`src/rtl/entry_sequencer.sv`:
```
// entry_sequencer: button-driven multi-field value entry controller.
// Ports: clk, rst (async low); btn_sel/btn_next/btn_cancel pulses;
//   sw live field; cur_data pre-load; busy, active_tgt, step status;
//   commit/commit_tgt/commit_data write strobe; timeout abort pulse.
module entry_sequencer #(
  parameter int N_TGT = 3,
  parameter int N_STEP = 3,
  parameter int FIELD_W = 7,
  parameter logic [4*N_TGT-1:0] STEPS_VEC = {4'd2, 4'd3, 4'd2},
  parameter int TIMEOUT_CYC = 0,
  localparam int TGT_W = (N_TGT > 1) ? $clog2(N_TGT) : 1,
  localparam int STEP_W = (N_STEP > 1) ? $clog2(N_STEP) : 1,
  localparam int DATA_W = N_STEP * FIELD_W,
  localparam int CNT_W =
    (TIMEOUT_CYC > 0) ? $clog2(TIMEOUT_CYC + 1) : 1
) (
  input  logic              clk,
  input  logic              rst,
  input  logic [N_TGT-1:0]  btn_sel,
  input  logic              btn_next,
  input  logic              btn_cancel,
  input  logic [FIELD_W-1:0] sw,
  input  logic [DATA_W-1:0] cur_data,
  output logic              busy,
  output logic [TGT_W-1:0]  active_tgt,
  output logic [STEP_W-1:0] step,
  output logic              commit,
  output logic [TGT_W-1:0]  commit_tgt,
  output logic [DATA_W-1:0] commit_data,
  output logic              timeout
);

  localparam logic [1:0] S_IDLE   = 2'd0;
  localparam logic [1:0] S_LOAD   = 2'd1;
  localparam logic [1:0] S_ENTER  = 2'd2;
  localparam logic [1:0] S_COMMIT = 2'd3;

  // Steps for target t: 0 means 1, anything above N_STEP clamps.
  function automatic int steps_of(input int t);
    int raw;
    raw = int'(STEPS_VEC[4*t +: 4]);
    if (raw == 0) raw = 1;
    if (raw > N_STEP) raw = N_STEP;
    return raw;
  endfunction

  logic [1:0]        state;
  logic [DATA_W-1:0] buffer;
  logic [CNT_W-1:0]  cnt;

  logic [TGT_W-1:0]  sel_idx;
  logic [STEP_W-1:0] last_step;
  logic [DATA_W-1:0] buf_nxt;
  logic              at_last;
  logic              to_hit;

  // Lowest set btn_sel bit wins.
  always_comb begin
    sel_idx = '0;
    for (int t = N_TGT - 1; t >= 0; t--) begin
      if (btn_sel[t]) sel_idx = TGT_W'(t);
    end
  end

  always_comb begin
    last_step = '0;
    for (int t = 0; t < N_TGT; t++) begin
      if (active_tgt == TGT_W'(t)) begin
        last_step = STEP_W'(steps_of(t) - 1);
      end
    end
  end

  // Live sw overlays only the field under edit.
  always_comb begin
    buf_nxt = buffer;
    for (int k = 0; k < N_STEP; k++) begin
      if (step == STEP_W'(k)) begin
        buf_nxt[k*FIELD_W +: FIELD_W] = sw;
      end
    end
  end

  assign at_last = (step == last_step);
  assign to_hit = (TIMEOUT_CYC != 0) &&
                  (cnt == CNT_W'(TIMEOUT_CYC - 1));

  always_ff @(posedge clk or negedge rst) begin
    if (!rst) begin
      state       <= S_IDLE;
      buffer      <= '0;
      cnt         <= '0;
      busy        <= 1'b0;
      active_tgt  <= '0;
      step        <= '0;
      commit      <= 1'b0;
      commit_tgt  <= '0;
      commit_data <= '0;
      timeout     <= 1'b0;
    end else begin
      commit  <= 1'b0;
      timeout <= 1'b0;
      unique case (state)
        S_IDLE: begin
          if (|btn_sel) begin
            active_tgt <= sel_idx;
            state      <= S_LOAD;
            busy       <= 1'b1;
          end
        end
        S_LOAD: begin
          buffer <= cur_data;
          step   <= '0;
          cnt    <= '0;
          state  <= S_ENTER;
        end
        S_ENTER: begin
          buffer <= buf_nxt;
          if (btn_cancel) begin
            state <= S_IDLE;
            busy  <= 1'b0;
          end else if (btn_next) begin
            if (at_last) begin
              state       <= S_COMMIT;
              commit      <= 1'b1;
              commit_tgt  <= active_tgt;
              commit_data <= buf_nxt;
            end else begin
              step <= step + 1'b1;
              cnt  <= '0;
            end
          end else if (to_hit) begin
            state   <= S_IDLE;
            busy    <= 1'b0;
            timeout <= 1'b1;
          end else if (cnt != '1) begin
            cnt <= cnt + 1'b1;
          end
        end
        S_COMMIT: begin
          state <= S_IDLE;
          busy  <= 1'b0;
        end
        default: begin
          state <= S_IDLE;
          busy  <= 1'b0;
        end
      endcase
    end
  end

endmodule

```
`config.mk`:
```
export PLATFORM = sky130hd
export DESIGN_NAME = entry_sequencer
export DESIGN_NICKNAME = d
export VERILOG_FILES = /design/src/rtl/entry_sequencer.sv
export SDC_FILE = /design/constraint.sdc
export NUM_CORES = 1
export LEC_CHECK = 0
export BUFFER_PORTS_ARGS = -buffer_cell sky130_fd_sc_hd__buf_2
export CORE_ASPECT_RATIO = 1.2
export CORE_MARGIN = 5
export CORE_UTILIZATION = 48
export CTS_CLUSTER_DIAMETER = 200
export DETAILED_ROUTE_END_ITERATION = 16
export PLACE_DENSITY = 0.78
export REMOVE_ABC_BUFFERS = 1
export SLEW_MARGIN = 20
export SYNTH_ARGS = -nofsm -noshare
export SYNTH_HDL_FRONTEND = slang
export SYNTH_SLANG_ARGS = --single-unit
```
`constraint.sdc`:
```
create_clock -name clk -period 1.5 [get_ports clk]
set_clock_uncertainty 0.05 [all_clocks]
set_input_delay 0.075 -clock clk [delete_from_list [all_inputs] [get_ports clk]]
set_output_delay 0.075 -clock clk [all_outputs]
set_load 0.02 [all_outputs]
```
==> flow_summary.toml, run 1 <==
[sta]
period_minus_slack_ps = 1580
rsz0062_at_grt = "yes"
period_share_pct = 105.3
fmax_ghz = 0.6331
final.setup.worst_slack_ps = -79.65
slew_violations = 0
setup_viol = 28
hold_viol = 1
whs_ps = -1.247
fin_setup_tns_ps = -695.7

[routing]
dr.first_iter.drc_count = 295
ant_nets = 0
num_vias = 2730
viasPerCell = 6.080
first_pass_iters = 4
wire_per_inst_um = 19.69
drc = 0
drt-total-wl_um = 8839

[floorplanning]
pin_count = 65
initial_utilization_pct = 48.74
die_area_um2 = 7249
num_rows = 30
dieHeight_um = 92.28
core-area_um2 = 5555
fp.dieW_um = 78.56

[worst_setup_path]
worstRegToRegCells = 5
start_kind = "flop"
crit_path_max_fanout = 6
cp_slowest_cell = "dfrtp_2"
arrival_ps = 1720
slowest_delay_ps = 510
cp.required_ps = 1640
crit_cells = 5
cp_top_family = "flip-flops"
crit_type = "flop to flop"
path_buf_inv = 2
endpoint_kind = "flop"
crit_chain = "buf_4, ha_4, buf_2, o21ai_0, a21oi_1"

[synth]
syn_area_per_cell_um2 = 10.10
synth_seq_cells = 52
netlist_instances = 268
ys_types = 36
synth_top_area_share_pct = 48.06
synth_warnings = 0
synth.area.top_cells = "dfrtp_1 (48%), mux2i_1 (9.6%), o22ai_1 (8.1%)"
netlist_area_um2 = 2708
ys_seq_area_share_pct = 48.06
yosys.area.top_type = "dfrtp_1"

[power]
vdd_drop_max_mv = 1.277
p_int_uw = 5059
p_switching_uw = 4081
p_comb_share_pct = 62.9
power.density_nw_per_um2 = 2276
power.share.clock_pct = 9.4
p_leak_uw = 0.001842
seqPwrFrac_pct = 27.7
power_switching_share_pct = 44.65

[clocking]
ctsLongestPathBuffers = 2
cts_tree = "done"
cts_max_level = 2
path_clk_slew_ps = 100
cts_root_buf = "clkbuf_8"
insertion_delay_ps = 320
cts_sinks = 52
cts_made_buffers = 5

[layout]
fin_nets = 427
final_cell_mix = "buf_2 (64), dfrtp_1 (50), o22ai_1 (32)"
final_layout_size_suffix_gt1_share_pct = 44.16
final_common_cell = "buf_2"
antenna_cells = 0
design_area_um2 = 4015
area_growth_pct = 48.29

[hold_path]
hold_path.class = "input port to flop"
hold_depth = 3

[placement]
portBuffers = 63
dpl_worst_slack_ps = -139.5
gp_congestion = 0.7999
post_dp_cell_area_um2 = 3274
dp_hpwl_um = 5092

[grt]
grt_pass1_wl_um = 12340
grt_pass1_vias = 2555
antenna_found_initial = 0
grt_usage_pct = 21.46
overflow = 0
grt_max_degree = 53

[run]
drv_cap = 0

[outcome]
status = "complete, but fails checks"
violations = "hold timing, setup timing"
kinds of logic (layout without fill, tap and decap cells):
family	after synthesis	after routing	share of synthesized area, %
AOI/OAI and AO/OA	122	122	25.97
xor gates and xnor gates	1	1	0.6009
adders and majority gates	8	8	3.697
buffers and inverters	30	145	5.453
DFF	52	52	48.06
muxes	26	26	9.612
other	1	1	0.1385
and+or+nand+nor	28	30	6.470
cell type report:
| cell class | count | area (um2) |
|---|---|---|
| clock buffers | 5 | 68.82 |
| flip-flops and latches | 52 | 1304 |
| clock inverters | 3 | 25.02 |
| inverters | 7 | 26.28 |
| repair buffers | 130 | 967.2 |
| fillers | 351 | 1540 |
| well taps | 64 | 80.08 |
| multi-input cells | 188 | 1544 |
path summary, 6_finish.rpt:
kind                                   endpoint             from  slack (ps)
worst max-delay path                 buffer[15]          step[1]         -80
worst min-delay path                  buffer[8]      cur_data[8]          -1
worst max register to register       buffer[15]          step[1]         -80
worst min register to register  commit_data[15]  commit_data[15]         450
max in group asynchronous              state[1]              rst         920
min in group asynchronous                  busy              rst         210
sequential cells by signal, summed over array words and instances (netlist names):
name         count
step             2
active_tgt       2
commit           1
busy             1
commit_tgt       2
commit_data     21
state            2
buffer          21
synthesized netlist by cell type (all sizes together):
cell type / number
dfrtp: 52
o21ai: 50
o22ai: 35
mux2i: 26
a21oi: 24
buf: 13
clkbuf: 10
ha: 8
nand2: 8
inv: 7
nand3b: 6
nand2b: 4
nor2: 4
a31oi: 3
o31ai: 3
o21a: 2
a211oi: 1
a2bb2oi: 1
and2: 1
and2b: 1
and4: 1
conb: 1
nor3b: 1
nor4: 1
nor4b: 1
o31a: 1
o32ai: 1
o41ai: 1
xor2: 1
routing by layer:
| metal | GRT usage (%) | wire length [um] | up-vias | share of wire (%) |
|---|---|---|---|---|
| li1 | - | - | 1232 | - |
| met1 | 25.60 | 3313 | 1338 | 37 |
| met2 | 37.82 | 4715 | 127 | 53 |
| met3 | 3.929 | 526 | 33 | 6.0 |
| met4 | 8.309 | 283 | 0 | 3.2 |
| met5 | 0 | 0 | - | 0 |
power groups by stage:
| stage | clock [uW] | sequential, uW | combinational, uW |
|---|---|---|---|
| final | 855 | 2530 | 5750 |
| after global routing | 920 | 2590 | 6130 |
| after CTS | 852 | 2420 | 4580 |
| after detailed placement | 0 | 2450 | 4300 |
| after global placement | 0 | 2400 | 4170 |
| after floorplan | 0 | 2690 | 2290 |
worst register-to-register path, cell delays in order (launching register included):
cell     delay [ps]
dfrtp_2         510
buf_4           180
ha_4            170
buf_2           160
o21ai_0         260
a21oi_1         120
through the flow:
| step | instances | util (%) | hold WS (ps) | total power (uW) |
|---|---|---|---|---|
| after global placement | 406 | 58.94 | 37.26 | 6575 |
| final | 449 | 72.27 | -1.247 | 9139 |
| after global routing | 449 | 72.27 | 2.026 | 9639 |
| after detailed placement | 406 | 58.94 | 42.35 | 6745 |
| after floorplan | 245 | - | -270.6 | 4987 |
| after CTS | 439 | 65.86 | 0.9021 | 7858 |
repair_timing:
item	CTS	global route
setup buffers	4	7
pin swaps	3	21
gates cloned	3	3
hold endpoints to repair	69	1
hold buffers	18	1
setup endpoints to repair	50	50
gates resized for setup	15	83
Note: power is estimated with default switching activity, not from simulation.
==> inputs of run 2 (changes only) <==
GPL_TIMING_DRIVEN = 1   (was unset)
SKIP_LAST_GASP = 1   (was unset)
==> run 2 against run 1 <==
The flow still finishes with violations (hold timing, setup timing). Core utilization shrank 0.14 points. Sequential power is essentially flat. Sequential share of layout area grew 0.061 points. Critical path depth is the same.
==> flow_summary.toml, run 2 (synthesis results as in run 1) <==
[outcome]
status = "complete, but fails checks"
violations = "hold timing, setup timing"

[layout]
area_growth_pct = 48.01
final_cell_mix = "buf_2 (64), dfrtp_1 (50), o22ai_1 (32), buf_4 (32), o21ai_1 (28)"
antenna_cells = 0
final_common_cell = "buf_2"
fin_nets = 427
reg_top3 = "buffer (21), commit_data (21)"
finalNonFillerCells = 449
final_layout_size_suffix_gt1_share_pct = 43.90
n_fill_cell = 357

[run]
drv_cap = 0

[sta]
fmax_ghz = 0.6279
setup_viol = 32
final.setup.worst_slack_ps = -92.62
slew_violations = 0
fin_setup_tns_ps = -901.1
rsz0062_at_grt = "yes"
period_share_pct = 106.2
hold_viol = 1
period_minus_slack_ps = 1593
whs_ps = -2.626

[grt]
antenna_found_initial = 0
grt_pass1_wl_um = 12340
grt_max_degree = 53
grt_pass1_vias = 2555
overflow = 0
grt_usage_pct = 21.46

[clocking]
insertion_delay_ps = 320
cts_root_buf = "clkbuf_8"
cts_made_buffers = 5
cts_tree = "done"
path_clk_slew_ps = 100
ctsLongestPathBuffers = 2
cts_sinks = 52
cts_max_level = 2

[power]
power.density_nw_per_um2 = 2275
vdd_drop_max_mv = 1.105
p_leak_uw = 0.001839
power.share.clock_pct = 9.3
p_switching_uw = 4067
power_switching_share_pct = 44.61
p_total_uw = 9116
p_int_uw = 5050
seqPwrFrac_pct = 27.8
p_comb_share_pct = 62.9

[routing]
wire_per_inst_um = 19.70
ant_nets = 0
drc = 0
num_vias = 2739
viasPerCell = 6.100
drt-total-wl_um = 8846
dr.first_iter.drc_count = 271
first_pass_iters = 5

[worst_setup_path]
crit_chain = "buf_4, ha_4, buf_2, o21ai_0, a21oi_1"
cp.required_ps = 1640
crit_type = "flop to flop"
crit_start = "step[1]"
r2r-start = "step[1]"
slowest_delay_ps = 510
r2r_slack_ps = -90
arrival_ps = 1730
endpoint_kind = "flop"
worstReg2RegEnd = "buffer[15]"
cp_slowest_cell = "dfrtp_2"
worstRegToRegCells = 5
start_kind = "flop"
crit_path_max_fanout = 6

[hold_path]
min_from = "cur_data[8]"
hold_path.class = "input port to flop"
hold_depth = 3
min_to = "buffer[8]"

[floorplanning]
fp.dieW_um = 78.56
initial_utilization_pct = 48.74
num_rows = 30
core-area_um2 = 5555
pin_count = 65
dieHeight_um = 92.28
die_area_um2 = 7249

[placement]
dp_hpwl_um = 5092
dpl_worst_slack_ps = -139.5
portBuffers = 63
dpl.cell_count = 406
gp_congestion = 0.7999
[run 2: area by class of cell]
| type | count | area [um2] | share of cell area [%] |
|---|---|---|---|
| clock buffer | 5 | 68.82 | 1.717 |
| clock inverter | 3 | 25.02 | 0.6244 |
| inverter | 7 | 26.28 | 0.6556 |
| multi-input combinational | 188 | 1540 | 38.43 |
| sequential | 52 | 1304 | 32.53 |
| tap | 64 | 80.08 | 1.998 |
| timing repair buffer | 130 | 963.4 | 24.04 |
[run 2: worst max-delay path by stage]
stage / end / slack (ps)
detailed placement: buffer[6] / -140
finish: buffer[15] / -90
CTS: buffer[6] / 6
global route: buffer[5] / -130
global placement: commit_data[20] / -50
floorplan: commit_tgt[1] / -680
[run 2: critical path, delay by kind of cell (launching register included)]
family	cells	cell delay [ps]
flops	1	510
compound gates	2	400
buf+inv	2	340
fa+ha+maj	1	170
[run 2: per-stage QoR]
stage,utilization (%),area [um2]
2_1_floorplan,-,2586
3_3_place_gp,58.94,3274
3_5_place_dp,58.94,3274
4_1_cts,65.86,3659
5_1_grt,72.14,4008
6_report,72.14,4008
[run 2: power groups by stage]
stage | Combinational (uW) | Sequential, uW | Clock (uW)
CTS | 4580 | 2420 | 852
detailed placement | 4300 | 2450 | 0
finish | 5730 | 2530 | 850
floorplan | 2290 | 2690 | 0
global placement | 4170 | 2400 | 0
global route | 6100 | 2590 | 923
[run 2: routing by layer]
| layer | track usage, % | up-vias | share of wire (%) |
|---|---|---|---|
| li1 | - | 1238 | - |
| met1 | 25.60 | 1364 | 39 |
| met2 | 37.82 | 110 | 54 |
| met3 | 3.929 | 27 | 4.5 |
| met4 | 8.309 | 0 | 3.0 |
| met5 | 0 | - | 0 |
[run 2: timing repair]
action                     in CTS  in global routing
hold endpoints to repair       69                  1
buffers inserted                4                  7
cloned                          3                  3
hold buffers                   18                  1
setup endpoints to repair      50                 50
gates resized for setup        15                 81
pin swaps                       3                 19
==> inputs of run 3 (changes only) <==
RECOVER_POWER = 100   (was unset)
==> run 3 against run 2 <==
The flow still finishes with violations (hold timing, setup timing). Combinational power decreased by 1%. Total power decreased by 0.47%. Via count decreased by 0.73%. Core utilization decreased by 0.74 points. Die area unchanged. Largest power group unchanged. Routed wire length decreased by 0.11%. Critical endpoint unchanged. Hold slack improved by 0.89 ps. Flip-flop and latch count unchanged.
==> flow_summary.toml, run 3 (synthesis results as in run 1) <==
[outcome]
status = "complete, but fails checks"
violations = "hold timing, setup timing"

[worst_setup_path]
endpoint = "buffer[15]"
worstRegToRegCells = 5
endpoint_kind = "flop"
cp_slowest_cell = "dfrtp_2"
start_kind = "flop"
slowest_delay_ps = 510
crit_chain = "buf_4, ha_4, buf_2, o21ai_0, a21oi_1"
r2r-start = "step[1]"
arrival_ps = 1740
crit_path_max_fanout = 6
worstReg2RegEnd = "buffer[15]"
r2r_slack_ps = -100
crit_start = "step[1]"
cp.required_ps = 1640
crit_type = "flop to flop"

[clocking]
cts_root_buf = "clkbuf_8"
cts_tree = "done"
path_clk_slew_ps = 100
insertion_delay_ps = 320
cts_max_level = 2
ctsLongestPathBuffers = 2
cts_sinks = 52
cts_made_buffers = 5

[sta]
period_minus_slack_ps = 1602
fmax_ghz = 0.6243
tightestPinTransition_ps = 722.3
hold_viol = 1
slew_headroom_pct = 51.85
period_share_pct = 106.8
slew_violations = 0
whs_ps = -1.732
final.setup.worst_slack_ps = -101.8
setup_viol = 32
rsz0062_at_grt = "yes"

[floorplanning]
dieHeight_um = 92.28
core-area_um2 = 5555
fp.dieW_um = 78.56
die_area_um2 = 7249
num_rows = 30
pin_count = 65
initial_utilization_pct = 48.74

[routing]
drc = 0
num_vias = 2719
drt-total-wl_um = 8836
first_pass_iters = 4
viasPerCell = 6.056
dr.first_iter.drc_count = 220
ant_nets = 0
wire_per_inst_um = 19.68

[layout]
antenna_cells = 0
n_fill_cell = 375
final_core_util_pct = 71.40
final_common_cell = "dfrtp_1"
reg_top3 = "buffer (21), commit_data (21)"
finalNonFillerCells = 449
final_cell_mix = "dfrtp_1 (50), buf_2 (41), o22ai_1 (32), buf_4 (32), o21ai_1 (28)"
fin_nets = 427
area_growth_pct = 46.49
final_layout_size_suffix_gt1_share_pct = 37.92

[placement]
dp_hpwl_um = 5092
portBuffers = 63
gp_congestion = 0.7999
dpl.cell_count = 406

[run]
drv_cap = 0

[hold_path]
hold_path.class = "input port to flop"

[grt]
antenna_found_initial = 0
grt_usage_pct = 21.46
grt_pass1_vias = 2555
grt_pass1_wl_um = 12340
grt_max_degree = 53
overflow = 0

[power]
p_leak_uw = 0.001745
vdd_drop_max_mv = 1.089
power.density_nw_per_um2 = 2288
==> run 3: changes by cell type in the layout (fill, tap and decap cells not counted) <==
cell | previous run | this run
clkbuf_4 | 0 | 1
buf_12 | 3 | 2
buf_2 | 64 | 41
clkbuf_1 | 0 | 23
==> run 3: timing repair <==
| action | CTS | global route |
|---|---|---|
| pin swaps | 3 | 19 |
| buffers inserted | 4 | 7 |
| hold buffers | 18 | 1 |
| hold endpoints to repair | 69 | 1 |
| gates cloned | 3 | 3 |
| endpoints found under the setup margin | 50 | 50 |
| resized for setup | 15 | 81 |
==> run 3: area by class of cell <==
class	instances	area, um2	share of cell area (%)
Clock inverter	3	25.02	0.6309
Multi-Input combinational cell	188	1540	38.83
Inverter	7	26.28	0.6625
Clock buffer	5	68.82	1.735
Tap cell	64	80.08	2.019
Sequential cell	52	1304	32.87
Timing Repair Buffer	130	922.1	23.25
==> run 3: critical path: cells and delay by family, from the launching register on <==
family,cells,cell delay (ps)
flip-flops,1,510
AO/OA/AOI/OAI,2,410
buffers and inverters,2,330
adder cells (fa/ha/maj),1,170
==> run 3: power by group <==
group          internal, uW  switching, uW
combinational          2660           3010
sequential             1990            550
clock                   342            519
total                  4990           4080
==> run 3: worst min path at each step <==
stage	startpoint	endpoint	slack, ps	depth (start not counted)
CTS	cur_data[19]	buffer[19]	0.9	3
detailed placement	rst	active_tgt[0]	40	2
floorplan	rst	active_tgt[0]	-270	0
finish	cur_data[8]	buffer[8]	-2	3
global placement	rst	active_tgt[0]	40	2
global route	cur_data[6]	buffer[6]	-0.2	3
==> run 3: routing by layer <==
metal	wire length, um	part of all wire [%]	global-route usage (%)	vias to the layer above
met1	3417	39	25.60	1354
met2	4703	53	37.82	104
met3	469	5.3	3.929	24
met4	245	2.8	8.309	0
met5	0	0	0	-
li1	-	-	-	1237
==> run 3: stage by stage <==
stage                     TNS [ps]  power, uW  setup slack, ps  hold WS (ps)  area [um2]
final                        -1063       9074           -101.8        -1.732        3966
after global routing         -3474       9562           -134.5       -0.2276        3966
after CTS                        0       7858            5.843        0.9021        3659
after detailed placement     -4075       6745           -139.5         42.35        3274
after global placement       -1132       6575           -48.44         37.26        3274
after floorplan             -27590       4987           -676.5        -270.6        2586
